## src/rtl/aes_pkg.sv

```systemverilog
// Shared AES-128 constants and the round sequencer state encoding.
package aes_pkg;
    localparam int AES_NR  = 10;
    localparam int AES_W   = 128;
    localparam int AES_RIW = 4;

    typedef enum logic [3:0] {
        IDLE    = 4'b0001,
        KEYWAIT = 4'b0010,
        ROUND   = 4'b0100,
        DONE    = 4'b1000
    } seq_state_t;
endpackage

```

## src/rtl/aes_round_sequencer.sv

```systemverilog
// Iterative AES-128 encryption controller: owns the state register and steps an
// external single-round datapath and key schedule through whitening plus NR rounds.
module aes_round_sequencer
    import aes_pkg::*;
#(
    parameter int NR  = AES_NR,
    parameter int W   = AES_W,
    parameter int RIW = AES_RIW
) (
    input  logic           clk,
    input  logic           reset,
    input  logic           in_valid,
    output logic           in_ready,
    input  logic [W-1:0]   data_in,
    input  logic [W-1:0]   key,
    output logic           ks_start,
    output logic [W-1:0]   ks_key,
    input  logic           ks_done,
    output logic [RIW-1:0] round_idx,
    input  logic [W-1:0]   round_key,
    output logic [W-1:0]   rd_state,
    output logic           rd_final,
    input  logic [W-1:0]   rd_result,
    output logic           out_valid,
    input  logic           out_ready,
    output logic [W-1:0]   cipher,
    output logic           busy
);
    seq_state_t   fsm;
    logic [W-1:0] data_q;
    logic [W-1:0] state_q;

    // Status outputs are pure decodes of registered state.
    assign in_ready = (fsm == IDLE);
    assign busy     = (fsm != IDLE);
    assign rd_state = state_q;
    assign rd_final = (fsm == ROUND) && (round_idx == RIW'(NR));

    always_ff @(posedge clk or negedge reset) begin
        if (!reset) begin
            fsm       <= IDLE;
            data_q    <= '0;
            state_q   <= '0;
            ks_key    <= '0;
            ks_start  <= 1'b0;
            round_idx <= '0;
            cipher    <= '0;
            out_valid <= 1'b0;
        end else begin
            ks_start <= 1'b0;
            case (fsm)
                IDLE: begin
                    if (in_valid) begin
                        data_q   <= data_in;
                        ks_key   <= key;
                        ks_start <= 1'b1;
                        fsm      <= KEYWAIT;
                    end
                end
                KEYWAIT: begin
                    // round_idx is 0 here, so round_key is the whitening key.
                    if (ks_done) begin
                        state_q   <= data_q ^ round_key;
                        round_idx <= RIW'(1);
                        fsm       <= ROUND;
                    end
                end
                ROUND: begin
                    state_q <= rd_result;
                    if (round_idx == RIW'(NR)) begin
                        cipher    <= rd_result;
                        out_valid <= 1'b1;
                        round_idx <= '0;
                        fsm       <= DONE;
                    end else begin
                        round_idx <= round_idx + RIW'(1);
                    end
                end
                DONE: begin
                    if (out_ready) begin
                        out_valid <= 1'b0;
                        fsm       <= IDLE;
                    end
                end
                default: fsm <= IDLE;
            endcase
        end
    end
endmodule

```

## config.mk

```make
export PLATFORM = sky130hd
export DESIGN_NAME = aes_round_sequencer
export DESIGN_NICKNAME = d
export VERILOG_FILES = /design/src/rtl/aes_pkg.sv /design/src/rtl/aes_round_sequencer.sv
export SDC_FILE = /design/constraint.sdc
export NUM_CORES = 1
export LEC_CHECK = 0
export BUFFER_PORTS_ARGS = -buffer_cell sky130_fd_sc_hd__buf_2
export CAP_MARGIN = 10
export CORE_AREA = 3 3 354 356
export CTS_CLUSTER_SIZE = 16
export DETAILED_ROUTE_END_ITERATION = 12
export DIE_AREA = 0 0 357 359
export PLACE_DENSITY_LB_ADDON = 0.2
export REMOVE_ABC_BUFFERS = 1
export SLEW_MARGIN = 25
export SYNTH_ARGS = -nofsm -noshare
export SYNTH_HDL_FRONTEND = slang
export SYNTH_SLANG_ARGS = --single-unit
```

## constraint.sdc

```tcl
create_clock -name clk -period 2.3 [get_ports clk]
set_input_delay 0 -clock clk [delete_from_list [all_inputs] [get_ports clk]]
set_output_delay 0 -clock clk [all_outputs]
set_load 0.005 [all_outputs]
```

==> summary.md <==
| Metric | Value |
|---|---|
| Clk slew on worst S/H paths | 0.06 ns |
| Port Buf Inserts | 909 |
| FF-to-FF Start | fsm[3]$_DFFE_PN0P_ |
| Via count | 18085 |
| Total track usage | 0.136 |
| Avg Cell Area, Syn | 13.8 um^2 |
| Hold Fails Final Rpt | 0 |
| Total gr overflow | 0 |
| Outcome | complete, no violations |
| Number of antenna violations at the first check in global routing | 13 |
| Cells after Synth | 1553 |
| Synth top area cells | dfrtp_1 61%, mux2_2 17%, o221ai_1 5.2% |
| Tcrit/Tclk final | 0.957 |
| Synth Cell Area | 0.0214 mm^2 |
| CP required | 2.79 ns |
| Total wire length | 89100 um |
| Post-synth cell types | 36 |
| Dpl hpwl | 67000 um |
| Full die area | 0.128 mm^2 |
| Max Fclk | 454 MHz |
| Post-synthesis sequential area ratio | 0.610 |
| Synth-to-layout area growth | 69.0% |
| Synth top area share | 0.609 |
| CTS sink cnt | 522 |
| Number of CTS-inserted buffers | 68 |
| FF-to-FF End | cipher[41]$_DFFE_PN0P_ |
| DR pass1 iterations | 4 |
| Via density | 3.81 |
| Final ANT Viol Nets | 0 |
| Core area | 0.122 mm^2 |
| CTS max path bufs | 3 |
| Synth Flop Type | dfrtp_1 |
| #FFs+latches synth | 522 |
| R2R cell count | 6 |
| Vias in the first global route | 20239 |
| Yosys warnings | 0 |
| Worst-Skew Late Latency | 0.62 ns |
| GP Congestion | 0.763 |
| Placement Rows | 128 |
| Largest net degree at the start of global routing | 66 |
| First-pass GRT wire length | 132000 um |
| Worst Tran Pin Value | 0.750 ns |
| Layout cells sized above 1 | 0.462 |
| CP Max Fanout | 24 |
| RSZ-0062 raised after global routing | false |
| Layout Cells excl Fill | 4741 |
| # H-tree levels | 3 |
| Die extent in x | 357 um |
| Top cells by count, synth | 521 x dfrtp_1, 315 x mux2_2, 133 x inv_1, 132 x nand2_1 |
| Nets | 3573 |
| Final Max Tran Viols | 0 |
| Fillers | 12842 |
| Worst IR Drop VDD | 0.548 mV |
| Max-cap violations | 0 |
| Post-synth EDFFs | 0 |
| Wire length per cell | 18.8 um |
| Leading area contributor after synthesis | dfrtp_1 |
| Drt drc | 0 |
| CP Launch Type | flip-flop |
| Top Ports | 910 |
| Critical path class | reg2reg |
| Critical path endpoint category | flip-flop |
| Cells after DPL | 4089 |
| Cell with the most instances after synthesis | dfrtp_1 |
| Leakage | 17.2 nW |
| Pwr dens | 1060 mW/mm^2 |
| CTS tree | yes |
| Worst relative slew slack | 0.500 |
| Post-layout minimum cycle time | 2.20 ns |
| Fin Hold WS | 0.0470 ns |
| Async SR Flop Fraction | 1.00 |
| Critical Path AT | 2.69 ns |
| Starting Density | 0.175 |
| Worst Skew | 0.0269 ns |
| Class of the worst hold path | in2async |
| Die Y | 359 um |
| Reg2Reg Setup Slack | 0.1 ns |
| Iter 0 DRT Violations | 691 |
| Final setup vio count | 0 |
| Root buf cell | clkbuf_16 |
## state kept, by name, indices dropped and copies added (netlist names)
name / flops
round_idx: 4
ks_key: 128
cipher: 128
data_q: 128
rd_state: 128
fsm: 4
ks_start: 1
out_valid: 1
## metal layers
metal  share of wire  wire length [um]  global-route usage
met5               0                 0                   0
met2            0.49             43800               0.237
met4           0.033              2900              0.0497
met1            0.41             36500               0.161
met3           0.066              5900              0.0337
## where the power goes
group / switching, W / total (W) / internal, W
sequential: 0.00228 / 0.0150 / 0.0127
combinational: 0.00527 / 0.0124 / 0.00714
clock: 0.00436 / 0.0110 / 0.00667
total: 0.0119 / 0.0385 / 0.0266
## placed cells by master (no fill, tap or decap), types with 3 or more instances in the layout
| cell type | netlist | routed |
|---|---|---|
| buf_2 | 43 | 908 |
| dfrtp_1 | 521 | 521 |
| dlygate4sd3_1 | 0 | 517 |
| mux2_2 | 315 | 315 |
| inv_1 | 133 | 133 |
| nand2_1 | 132 | 131 |
| o221ai_1 | 127 | 127 |
| xnor2_1 | 127 | 127 |
| mux2_1 | 69 | 69 |
| clkbuf_16 | 0 | 69 |
| buf_4 | 3 | 62 |
| buf_12 | 0 | 31 |
| clkbuf_1 | 31 | 18 |
| clkbuf_8 | 0 | 16 |
| diode_2 | 0 | 9 |
| clkinv_2 | 0 | 8 |
| bufinv_16 | 0 | 5 |
| o21ai_0 | 4 | 4 |
| o31ai_1 | 3 | 3 |
| o22ai_1 | 3 | 3 |
| a21oi_1 | 3 | 3 |
## area by class of cell
type | instances | area, um^2 | share of cell area
clock inverter | 20 | 303 | 0.00837
timing repair buffer | 1520 | 10900 | 0.300
multi-input combinational | 809 | 7380 | 0.204
clock buffer | 103 | 2010 | 0.0557
antenna | 9 | 22.5 | 0.000623
inverter | 133 | 499 | 0.0138
tap | 1625 | 2030 | 0.0562
sequential | 522 | 13100 | 0.361
## worst max-delay path, cell delays in order, from the launching register on
cell and delay [ns]:
dfrtp_1 0.39, or4b_4 0.56, nor2_4 0.15, buf_4 0.19, buf_12 0.21, buf_12 0.18, mux2_2 0.33
## through the flow
stage,cell area (um^2),utilization,power (W),setup slack (ns),TNS (ns)
final,36200,0.296,0.0385,0.0985,0
after global routing,36200,0.296,0.0410,0.0154,0
after CTS,36100,0.296,0.0393,0.0246,0
after detailed placement,28600,0.234,0.0271,0.182,0
after global placement,28600,0.234,0.0270,0.222,0
after floorplan,20900,-,0.0188,-9.41,-3105.05
## kinds of logic (layout without fill, tap and decap cells)
logic type               after synthesis  count (layout)  share of synthesized area
buffers and inverters                222            1776                     0.0462
AO/OA/AOI/OAI                        146             146                     0.0581
other                                  0               9                          0
adder cells (fa/ha/maj)                2               2                    0.00117
flip-flops                           522             522                      0.610
AND/OR/NAND/NOR                      148             148                     0.0295
XOR/XNOR                             129             129                     0.0528
multiplexers                         384             384                      0.202
## repair_timing
action	CTS	global route
endpoints found under the hold margin	1000	0
pin swaps	1	0
setup endpoints to repair	1	2
buffers inserted	1	1
gates cloned	1	0
hold buffers	517	0
resized for setup	1	1
## worst max-delay path by stage
stage	cells after the start	slack, ns	to	startpoint
3_5_place_dp	6	0.18	ks_key[66]$_DFFE_PN0P_	fsm[0]$_DFFE_PN1P_
3_3_place_gp	5	0.22	cipher[49]$_DFFE_PN0P_	fsm[3]$_DFFE_PN0P_
6_report	6	0.1	cipher[41]$_DFFE_PN0P_	fsm[3]$_DFFE_PN0P_
4_1_cts	5	0.02	rd_final	fsm[3]$_DFFE_PN0P_
5_1_grt	6	0.02	cipher[41]$_DFFE_PN0P_	fsm[3]$_DFFE_PN0P_
2_1_floorplan	3	-9.41	data_q[0]$_DFFE_PN0P_	fsm[0]$_DFFE_PN1P_
(Power assumes the default switching activity.)
